$ cat src/rtl/calc_pkg.sv
// Shared definitions for the RPN calculator: operand-stack op codes and the
// default stack geometry used by both the controller and calc_stack.
package calc_pkg;

  localparam int CALC_WIDTH = 32;
  localparam int CALC_DEPTH = 16;
  localparam int CALC_CNTW  = 6;

  typedef enum logic [2:0] {
    OP_NONE    = 3'd0,
    OP_PUSH    = 3'd1,
    OP_POP     = 3'd2,
    OP_REPLACE = 3'd3,
    OP_CLEAR   = 3'd4
  } stack_op_e;

endpackage

$ cat src/rtl/stack_mem.sv
// DEPTH x WIDTH register array: one synchronous write port, two asynchronous
// read ports for the top and next-to-top entries. Contents are not reset.
module stack_mem #(
  parameter int WIDTH = 32,
  parameter int DEPTH = 16,
  parameter int AW    = $clog2(DEPTH)
) (
  input  logic             clk,
  input  logic             we,
  input  logic [AW-1:0]    waddr,
  input  logic [WIDTH-1:0] wdata,
  input  logic [AW-1:0]    top_addr,
  input  logic [AW-1:0]    next_addr,
  output logic [WIDTH-1:0] top_data,
  output logic [WIDTH-1:0] next_data
);

  logic [WIDTH-1:0] mem [DEPTH];

  always_ff @(posedge clk) begin
    if (we) mem[waddr] <= wdata;
  end

  assign top_data  = mem[top_addr];
  assign next_data = mem[next_addr];

endmodule

$ cat src/rtl/calc_stack.sv
// LIFO operand stack for the RPN controller: op decode, occupancy count and
// overflow/underflow error flags around a stack_mem register array.
module calc_stack
  import calc_pkg::*;
#(
  parameter int WIDTH = CALC_WIDTH,
  parameter int DEPTH = CALC_DEPTH,
  parameter int CNTW  = CALC_CNTW
) (
  input  logic             clk,
  input  logic             rst,
  input  logic             clear,
  input  logic             push,
  input  logic             pop,
  input  logic [WIDTH-1:0] data_in,
  output logic [WIDTH-1:0] stack_top,
  output logic [WIDTH-1:0] stack_next,
  output logic [CNTW-1:0]  numcnt,
  output logic             full,
  output logic             empty,
  output logic             overflow,
  output logic             underflow,
  output logic             err
);

  localparam int AW = $clog2(DEPTH);

  // Handshake: push, pop and clear are level strobes with no ready. Every
  // cycle a strobe is high is one operation; the stack always accepts and
  // reports a dropped op through overflow/underflow one cycle later.

  logic [CNTW-1:0]  count, count_nxt;
  logic             ovf_nxt, unf_nxt, err_nxt;
  logic             we;
  logic [AW-1:0]    waddr, top_addr, next_addr;
  logic [WIDTH-1:0] top_data, next_data;
  stack_op_e        op;

  assign full      = (count == CNTW'(DEPTH));
  assign empty     = (count == '0);
  assign top_addr  = count[AW-1:0] - AW'(1);
  assign next_addr = count[AW-1:0] - AW'(2);

  always_comb begin
    op = OP_NONE;
    if (clear)             op = OP_CLEAR;
    else if (push && pop)  op = OP_REPLACE;
    else if (push)         op = OP_PUSH;
    else if (pop)          op = OP_POP;
  end

  always_comb begin
    count_nxt = count;
    we        = 1'b0;
    waddr     = top_addr;
    ovf_nxt   = 1'b0;
    unf_nxt   = 1'b0;
    case (op)
      OP_PUSH: begin
        if (full) ovf_nxt = 1'b1;
        else begin
          we        = 1'b1;
          waddr     = count[AW-1:0];
          count_nxt = count + CNTW'(1);
        end
      end
      OP_POP: begin
        if (empty) unf_nxt = 1'b1;
        else       count_nxt = count - CNTW'(1);
      end
      OP_REPLACE: begin
        we = 1'b1;
        // On an empty stack the push half still lands; only the pop faults.
        if (empty) begin
          waddr     = '0;
          count_nxt = CNTW'(1);
          unf_nxt   = 1'b1;
        end
      end
      OP_CLEAR: count_nxt = '0;
      default: ;
    endcase
    err_nxt = (op == OP_CLEAR) ? 1'b0 : (err | ovf_nxt | unf_nxt);
  end

  always_ff @(posedge clk or posedge rst) begin
    if (rst) begin
      count     <= '0;
      overflow  <= 1'b0;
      underflow <= 1'b0;
      err       <= 1'b0;
    end else begin
      count     <= count_nxt;
      overflow  <= ovf_nxt;
      underflow <= unf_nxt;
      err       <= err_nxt;
    end
  end

  stack_mem #(.WIDTH(WIDTH), .DEPTH(DEPTH), .AW(AW)) u_mem (
    .clk       (clk),
    .we        (we && !rst),
    .waddr     (waddr),
    .wdata     (data_in),
    .top_addr  (top_addr),
    .next_addr (next_addr),
    .top_data  (top_data),
    .next_data (next_data)
  );

  assign numcnt     = count;
  assign stack_top  = (count >= CNTW'(1)) ? top_data  : '0;
  assign stack_next = (count >= CNTW'(2)) ? next_data : '0;

endmodule

$ cat config.mk
export PLATFORM = sky130hd
export DESIGN_NAME = calc_stack
export DESIGN_NICKNAME = d
export VERILOG_FILES = /design/src/rtl/calc_pkg.sv /design/src/rtl/stack_mem.sv /design/src/rtl/calc_stack.sv
export SDC_FILE = /design/constraint.sdc
export NUM_CORES = 1
export LEC_CHECK = 0
export CORE_UTILIZATION = 61
export CTS_CLUSTER_DIAMETER = 100
export DETAILED_ROUTE_END_ITERATION = 8
export PLACE_DENSITY = 0.81
export SLEW_MARGIN = 10
export SYNTH_ARGS = -nofsm -noshare
export SYNTH_HDL_FRONTEND = slang
export SYNTH_HIERARCHICAL = 1
export SYNTH_SLANG_ARGS = --single-unit
$ cat constraint.sdc
create_clock -name clk -period 6.1 [get_ports clk]
set_input_delay 0.915 -clock clk [delete_from_list [all_inputs] [get_ports clk]]
set_output_delay 0.915 -clock clk [all_outputs]
set_load 0.02 [all_outputs]
==> results of run 1 <==
==> power breakdown <==
part / internal (mW) / leakage, nW / switching [mW]
logic: 3.59 / 3.44 / 4.64
registers: 4.08 / 4.73 / 0.110
clock network: 1.86 / 0.810 / 1.33
==> worst max-delay path: stages, from the launching register on <==
cell	delay (ns)
dfrtp_1	0.48
inv_6	0.34
ha_1	0.26
a21boi_0	0.38
xnor2_1	0.26
inv_1	0.21
nor2b_4	0.68
buf_4	0.43
a22oi_1	0.13
nand2_1	0.16
and2_1	0.14
clkdlybuf4s50_1	0.60
==> worst paths after layout <==
path,endpoint,slack (ns),depth (start not counted)
hold reg to reg,err,0.57,2
max in group asynchronous,numcnt[0],5.08,2
setup reg to reg,u_mem/mem[11][25],1.32,9
setup / recovery,stack_top[28],0.51,11
hold / removal,err,0.57,2
min in group asynchronous,numcnt[0],0.72,2
==> logic make-up after synthesis <==
family | share of synthesized area
adder cells (fa/ha/maj) | 0.004134
AND/OR/NAND/NOR | 0.04108
multiplexers | 0.2391
AO/OA/AOI/OAI | 0.04930
XOR/XNOR | 0.0007236
buffers and inverters | 0.02134
flip-flops | 0.6443
==> state kept, by name, summed over array words and instances, names as in the netlist <==
name	count
err	1
numcnt	6
overflow	1
u_mem/mem	512
underflow	1
==> per-layer routing <==
metal,GRT usage,wire length [um],vias to the layer above,share of wire
li1,-,-,5600,-
met1,0.4364,22150,7350,0.35
met2,0.5204,31200,1065,0.49
met3,0.06155,7224,199,0.11
met4,0.1339,2469,2,0.039
met5,0,13,-,0.00021
==> layout make-up <==
class	count	area, um2	share of cell area
Antenna cell	3	7.507	0.0002696
Clock buffer	71	1436	0.05158
Clock inverter	27	254.0	0.009121
Inverter	13	63.81	0.002292
Multi-Input combinational cell	624	8254	0.2964
Sequential cell	521	15600	0.5603
Tap cell	518	648.1	0.02327
Timing Repair Buffer	155	1579	0.05670
==> layout by cell type, fill, tap and decap left out, types with 10 or more instances in the layout <==
master / count
a22oi_1: 128
and2_1: 65
buf_12: 11
buf_4: 33
clkbuf_1: 16
clkbuf_16: 55
clkdlybuf4s50_1: 111
clkinv_1: 14
edfxtp_1: 512
inv_1: 10
mux4_2: 256
nand2_1: 77
nor2_4: 14
==> stage by stage <==
| stage | hold slack (ns) | instances | instance area, um2 | total power [mW] |
|---|---|---|---|---|
| after floorplan | 0.6189 | 1258 | 24210 | 9.357 |
| after global placement | 0.5357 | 1831 | 26150 | 12.25 |
| final | 0.5676 | 1932 | 27850 | 15.60 |
| after global routing | 0.5980 | 1930 | 27840 | 16.17 |
| after CTS | 0.5766 | 1929 | 27840 | 15.59 |
| after detailed placement | 0.5593 | 1831 | 26150 | 12.37 |
==> impl_metrics.yaml, run 1 <==
sta:
  min_period_ns: 5.586
  hold_viol: 0
  rsz0062_at_grt: "no"
  slew_headroom: 0.3237
  layout_setup_ws_ns: 0.5139
  fmax_ghz: 0.1790
  maxSlewViolCount: 0
  setup_viol: 0
  setup_tns_ns: 0
  tightest_slew_ns: 1.011
  min_period_over_period: 0.9157
  clock_skew_ns: 0.03678
cts:
  cts_tree: "yes"
  clkTransAtPathRegs_ns: 0.06
  root_buffer: "clkbuf_16"
  cts_hold_buf: 0
  cts_setup_buffers: 0
  cts_sinks: 521
  h-tree-depth: 2
  cts-buffers-inserted: 53
  cts_resized: 0
  clockBufferDepth: 3
  clock_latency_ns: 0.61
synth:
  synth-edff-count: 512
  synth_area_leaders: "edfxtp_1 (63%), mux4_2 (24%), a22oi_1 (4.0%)"
  ys_ff_latch: 521
  ys_warn_count: 6
  ys.flop_type: "edfxtp_1"
  yosysUniqueCellTypes: 50
  synthCells: 1258
  syn-num-nets: 1303
  async_flop_share: 0.01727
  yosysMostFrequentCell: "edfxtp_1"
  netlist_area_um2: 24210
  synth_seq_area_share: 0.6443
  synth_common_cells: "edfxtp_1 (512), mux4_2 (256), a22oi_1 (128)"
  avgSynthCellArea_um2: 19.25
  yosysTopAreaCell: "edfxtp_1"
  yosysTopAreaCellShare: 0.6350
hold_path:
  hold_class: "register to register"
  min-delay-start: "err"
status:
  run_status: "finished clean"
grt:
  grt_pass1_vias: 14810
  grt_max_degree: 99
  grt_pass1_wl_um: 94450
  globalRoute.totalOverflow: 0
  antenna_found_initial: 2
  gr-usage-all-layers: 0.3215
power:
  ir_drop_mv: 0.5277
  power_density_nw_per_um2: 560.3
  leakage_nw: 8.973
placed_design:
  port_buffers: 111
  place_ws_ns: 1.299
  place.gp.congestion: 0.8098
  place_hpwl_um: 36210
final_layout:
  fin_util: 0.7155
  layout.nets: 1413
  area_delta_synth_final_pct: 15.01
  nFillCells: 2293
  drive_gt1_frac: 0.2849
worst_setup_path:
  crit_type: "register to output pin"
  startpoint: "numcnt[1]"
  crit_required_ns: 5.18
  cp-end-kind: "output pin"
  cp.arrival_ns: 4.67
  critPathLaunchType: "register"
  cp_max_fo: 36
  r2r_start: "numcnt[0]"
routing:
  antenna_left: 0
  vias: 14220
  drt_iter0_drc: 1799
  vias_per_cell: 7.358
  wl_per_cell_um: 32.64
  drc: 0
  finalWirelength_um: 63060
  first_pass_iters: 5
floorplan:
  row_count: 72
  die_height_um: 201.2
  initial_core_util: 0.6222
  core_area_um2: 38920
  die_w_um: 201.2
  dieArea_um2: 40500
  ios: 112
run:
  drv_cap: 0
Power figures use the tool's default switching activity.
==> inputs of run 2 (changes only) <==
SLEW_MARGIN = 20   (was 10)
SYNTH_HIERARCHICAL = not set   (was 1)
==> run 2 against run 1 <==
- via count down 5.4%
- sequential cell count unchanged
- combinational power down 30%
- cell area up 0.22%
- die area up 0.87%
- synthesized cell count down 5.2%
- register-to-register slack better by 0.07 ns
- sequential power down 2%
- critical path type unchanged
- critical endpoint is now stack_top[9]
==> impl_metrics.yaml, run 2 <==
synth:
  yosysMostFrequentCell: "edfxtp_1"
  yosysUniqueCellTypes: 53
  yosysTopAreaCellShare: 0.6294
  synthCells: 1193
  ys_ff_latch: 521
  synth_seq_area_share: 0.6387
  netlist_area_um2: 24430
  async_flop_share: 0.01727
  synth-edff-count: 512
  yosysTopAreaCell: "edfxtp_1"
  ys.flop_type: "edfxtp_1"
  synth_common_cells: "edfxtp_1 (512), mux4_2 (257), mux2i_1 (126)"
  synth_area_leaders: "edfxtp_1 (63%), mux4_2 (24%), mux2i_1 (5.2%)"
  avgSynthCellArea_um2: 20.47
  syn-num-nets: 1238
  ys_warn_count: 0
routing:
  wl_per_cell_um: 31.90
  drt_iter0_drc: 1353
  first_pass_iters: 5
  drc: 0
  finalWirelength_um: 59110
  antenna_left: 0
  vias: 13450
  vias_per_cell: 7.260
floorplan:
  dieArea_um2: 40850
  die_w_um: 202.1
  row_count: 72
  core_area_um2: 39100
  ios: 112
  initial_core_util: 0.6247
  die_height_um: 202.1
status:
  run_status: "finished clean"
cts:
  root_buffer: "clkbuf_16"
  clock_latency_ns: 0.61
  cts_sinks: 521
  cts_tree: "yes"
  h-tree-depth: 2
  cts_setup_buffers: 0
  clkTransAtPathRegs_ns: 0.06
  clockBufferDepth: 3
  cts_resized: 0
  cts_hold_buf: 0
  cts-buffers-inserted: 51
placed_design:
  place_hpwl_um: 32360
  port_buffers: 111
  place.gp.congestion: 0.8564
power:
  power_density_nw_per_um2: 460.5
  ir_drop_mv: 0.3997
  p_sw_mw: 4.509
  leakage_nw: 8.872
  sequentialPowerShare: 0.320
  power_frac_comb: 0.447
  switching_share: 0.3508
  intPower_mw: 8.344
  clkPwrFrac: 0.234
final_layout:
  largest_register_ffs: 512
  regMostFlops: "u_mem.mem"
  final_common_cell: "edfxtp_1"
  drive_gt1_frac: 0.3004
  layout_common_cells: "edfxtp_1 (512), mux4_2 (257), mux2i_1 (126)"
  nFillCells: 2303
  fin_util: 0.7138
  seqCellArea_um2: 15600
  layout.nets: 1343
  area_delta_synth_final_pct: 14.26
  multi_input_area_um2: 8553
  diodes: 0
sta:
  min_period_ns: 5.605
  rsz0062_at_grt: "no"
  maxSlewViolCount: 0
  fmax_ghz: 0.1784
  slew_headroom: 0.2474
  min_period_over_period: 0.9188
  setup_tns_ns: 0
  hold_viol: 0
  tightest_slew_ns: 1.125
  clock_skew_ns: 0.02123
  setup_viol: 0
grt:
  gr-usage-all-layers: 0.2972
  grt_max_degree: 139
  globalRoute.totalOverflow: 0
  grt_pass1_vias: 13630
  antenna_found_initial: 0
  grt_pass1_wl_um: 88180
worst_setup_path:
  cp.arrival_ns: 4.69
  cp-end-kind: "output pin"
  crit_type: "register to output pin"
  crit_required_ns: 5.18
  critPathLaunchType: "register"
  cp_max_fo: 67
hold_path:
  hold_class: "register to register"
run:
  drv_cap: 0
run 2: stage by stage:
| stage | instances | instance area, um2 | hold slack, ns | total power, mW | setup slack (ns) |
|---|---|---|---|---|---|
| after CTS | 1851 | 27850 | 0.5054 | 12.88 | 0.5027 |
| after global placement | 1761 | 26270 | 0.4885 | 9.803 | 1.235 |
| after detailed placement | 1761 | 26270 | 0.4898 | 9.866 | 1.139 |
| after global routing | 1853 | 27910 | 0.5526 | 13.29 | 0.3513 |
| after floorplan | 1193 | 24430 | 0.6034 | 7.934 | 1.631 |
| final | 1853 | 27910 | 0.4997 | 12.85 | 0.4954 |
run 2: critical path: stages, from the launching register on:
cell and delay, ns:
dfrtp_1 0.67, inv_2 0.41, ha_4 1.06, buf_4 0.59, mux4_2 0.40, mux2i_1 0.17, o22ai_1 0.12, clkdlybuf4s50_1 0.59
run 2: kinds of logic after synthesis:
kind of cell	share of synthesized area
flops	0.6387
mux	0.2886
compound gates	0.03284
buf+inv	0.01998
simple gates	0.01475
fa+ha+maj	0.004098
xor+xnor	0.001076
run 2: metal layers:
metal / part of all wire / vias up / global-route usage / wire (um)
met2: 0.49 / 869 / 0.4739 / 29230
met3: 0.096 / 117 / 0.04563 / 5693
met5: 0 / - / 0 / 0
met4: 0.028 / 0 / 0.09613 / 1631
li1: - / 5420 / - / -
met1: 0.38 / 7047 / 0.4304 / 22560
run 2: layout make-up:
type / instances / share of cell area
clock buffers: 60 / 0.04694
clock inverters: 30 / 0.009863
inverters: 8 / 0.001076
multi-input cells: 570 / 0.3065
flip-flops and latches: 521 / 0.5591
well taps: 518 / 0.02322
repair buffers: 146 / 0.05335
run 2: power groups by stage:
stage	combinational, mW	sequential (mW)	clock [mW]
4_1_cts	5.73	4.11	3.04
3_3_place_gp	5.63	4.17	0
6_report	5.74	4.11	3.00
3_5_place_dp	5.68	4.18	0
2_1_floorplan	3.77	4.16	0
5_1_grt	6.01	4.12	3.17
run 2: final timing paths:
| check | startpoint | end | slack, ns | depth (start not counted) |
|---|---|---|---|---|
| max in group asynchronous | rst | numcnt[0] | 5.09 | 2 |
| hold reg to reg | err | err | 0.50 | 2 |
| setup / recovery | numcnt[1] | stack_top[9] | 0.50 | 7 |
| min in group asynchronous | rst | underflow | 0.67 | 2 |
| setup reg to reg | numcnt[1] | u_mem.mem[4][18] | 1.39 | 10 |
| hold / removal | err | err | 0.50 | 2 |
==> inputs of run 3 (changes only) <==
CELL_PAD_IN_SITES_DETAIL_PLACEMENT = 1   (was not set)
CELL_PAD_IN_SITES_GLOBAL_PLACEMENT = 1   (was not set)
CORE_UTILIZATION = 54   (was 61)
CTS_CLUSTER_DIAMETER = 30   (was 100)
PLACE_DENSITY = 0.82   (was 0.81)
==> run 3 against run 2 <==
- count of clock-buffer cells in the layout increased by 53
- clock power rose by 93%
- power is 25% higher
- critical path depth grew 1
- non-clock buffer count increased by 6
- wire length rose by 24%
- clock skew is 0.014 ns higher
- worst hold slack improved by 0.023 ns
- critical endpoint is now stack_top[18]
- largest power group unchanged
- highest routed layer is now met5
==> impl_metrics.yaml, run 3 (synthesis results as in run 2) <==
placed_design:
  port_buffers: 111
  dp_cells: 1843
  placed_cell_area_um2: 26460
  place_hpwl_um: 38270
  place.gp.congestion: 0.8370
final_layout:
  layout_common_cells: "edfxtp_1 (512), mux4_2 (257), mux2i_1 (126)"
  instances_no_fill: 2042
  final_common_cell: "edfxtp_1"
  fin_area_um2: 30070
  regMostFlops: "u_mem.mem"
  drive_gt1_frac: 0.3564
  area_delta_synth_final_pct: 23.09
  fin_util: 0.6770
  layout.nets: 1403
  largest_register_ffs: 512
floorplan:
  die_height_um: 214.7
  core_area_um2: 44410
  dieArea_um2: 46090
  row_count: 77
  ios: 112
  die_w_um: 214.7
  initial_core_util: 0.5500
worst_setup_path:
  ff2ff_path_depth: 8
  crit_end: "stack_top[18]"
  cp_slowest_stage_delay_ns: 0.62
  r2r_start: "numcnt[1]"
  cp_max_fo: 34
  startpoint: "numcnt[1]"
  path_cells: "inv_2, ha_1, a21boi_4, xor2_4, buf_12, mux2i_1, o22ai_1, clkdlybuf4s50_1"
  path_depth: 8
  slowest_stage: "mux2i_1"
  critPathLaunchType: "register"
  rrSetupSlack_ns: 1.50
  critPathBufInv: 3
  crit_type: "register to output pin"
  cp-end-kind: "output pin"
  cp.arrival_ns: 4.58
  cpLargestDelayFamily: "buffers and inverters"
  r2r_end: "u_mem.mem[14][28]"
  crit_required_ns: 5.18
sta:
  hold_viol: 0
  maxSlewViolCount: 0
  fmax_ghz: 0.1821
  min_period_over_period: 0.9003
  slew_headroom: 0.2130
  tightest_slew_ns: 1.176
  clock_skew_ns: 0.03509
  setup_tns_ns: 0
  setup_viol: 0
  rsz0062_at_grt: "no"
  min_period_ns: 5.492
run:
  drv_cap: 0
power:
  ir_drop_mv: 0.5694
  leakage_nw: 9.881
  power_density_nw_per_um2: 533.0
grt:
  antenna_found_initial: 4
  grt_pass1_vias: 15630
  gr-usage-all-layers: 0.3268
  grt_pass1_wl_um: 108300
  globalRoute.totalOverflow: 0
  grt_max_degree: 52
hold_path:
  min-delay-start: "err"
  hold_class: "register to register"
cts:
  cts-buffers-inserted: 105
  root_buffer: "clkbuf_16"
  cts_setup_buffers: 0
  cts_sinks: 521
  cts_hold_buf: 0
  cts_resized: 0
  clock_latency_ns: 0.65
  cts_tree: "yes"
  clockBufferDepth: 3
  clkTransAtPathRegs_ns: 0.04
  h-tree-depth: 3
routing:
  finalWirelength_um: 73530
  drt_iter0_drc: 1660
  drc: 0
  vias: 14690
  vias_per_cell: 7.193
  wl_per_cell_um: 36.01
  antenna_left: 0
  first_pass_iters: 7
status:
  run_status: "finished clean"
==> run 3: cell types whose count changed in the layout (fill, tap and decap cells not counted), moves of 2 or more <==
cell | before | now
clkinv_4 | 0 | 16
clkbuf_1 | 9 | 7
buf_16 | 2 | 0
buf_4 | 27 | 32
clkinvlp_4 | 6 | 11
clkinv_2 | 6 | 20
inv_6 | 3 | 9
bufinv_16 | 3 | 12
buf_12 | 6 | 9
clkbuf_16 | 51 | 106
diode_2 | 0 | 2
==> run 3: final cells by class <==
class | instances | area, um2
inverter | 8 | 30.03
multi-input combinational | 570 | 8553
timing repair buffer | 152 | 1531
sequential | 521 | 15600
antenna | 2 | 5.005
fill | 3481 | 14350
tap | 592 | 740.7
clock buffer | 113 | 2679
clock inverter | 84 | 923.4
==> run 3: report_power, final <==
group          total (mW)  internal [mW]  switching [mW]
Sequential           4.16           4.05           0.115
Clock                5.80           3.73            2.07
Combinational        6.06           2.68            3.38
==> run 3: worst min-delay path by stage <==
stage	endpoint	slack, ns	cells past startpoint
after global routing	err	0.55	2
after CTS	err	0.52	2
after floorplan	err	0.60	2
final	err	0.52	2
after global placement	err	0.49	2
after detailed placement	err	0.52	2
==> run 3: worst reg2reg max path: cells and delay by family (launching register included) <==
kind / cells / cell delay (ns)
and+or+nand+nor: 2 / 0.70
DFF: 1 / 0.58
buffers and inverters: 3 / 1.73
adders and majority gates: 1 / 0.50
xor gates and xnor gates: 1 / 0.40
AOI/OAI and AO/OA: 1 / 0.32
==> run 3: through the flow <==
step           total power, mW  setup slack [ns]  hold slack [ns]
3_3_place_gp             9.973             1.561           0.4887
4_1_cts                  16.04            0.7257           0.5245
2_1_floorplan            7.934             1.631           0.6034
6_report                 16.02            0.6081           0.5224
5_1_grt                  16.44            0.5283           0.5512
3_5_place_dp             10.09             1.472           0.5155
==> run 3: metal layers <==
metal  track usage  part of all wire  vias up
met5             0           0.00037        -
li1              -                 -     5597
met1        0.4329              0.37     7830
met4        0.1338             0.036        4
met3       0.08454              0.10      198
met2        0.5207              0.49     1060
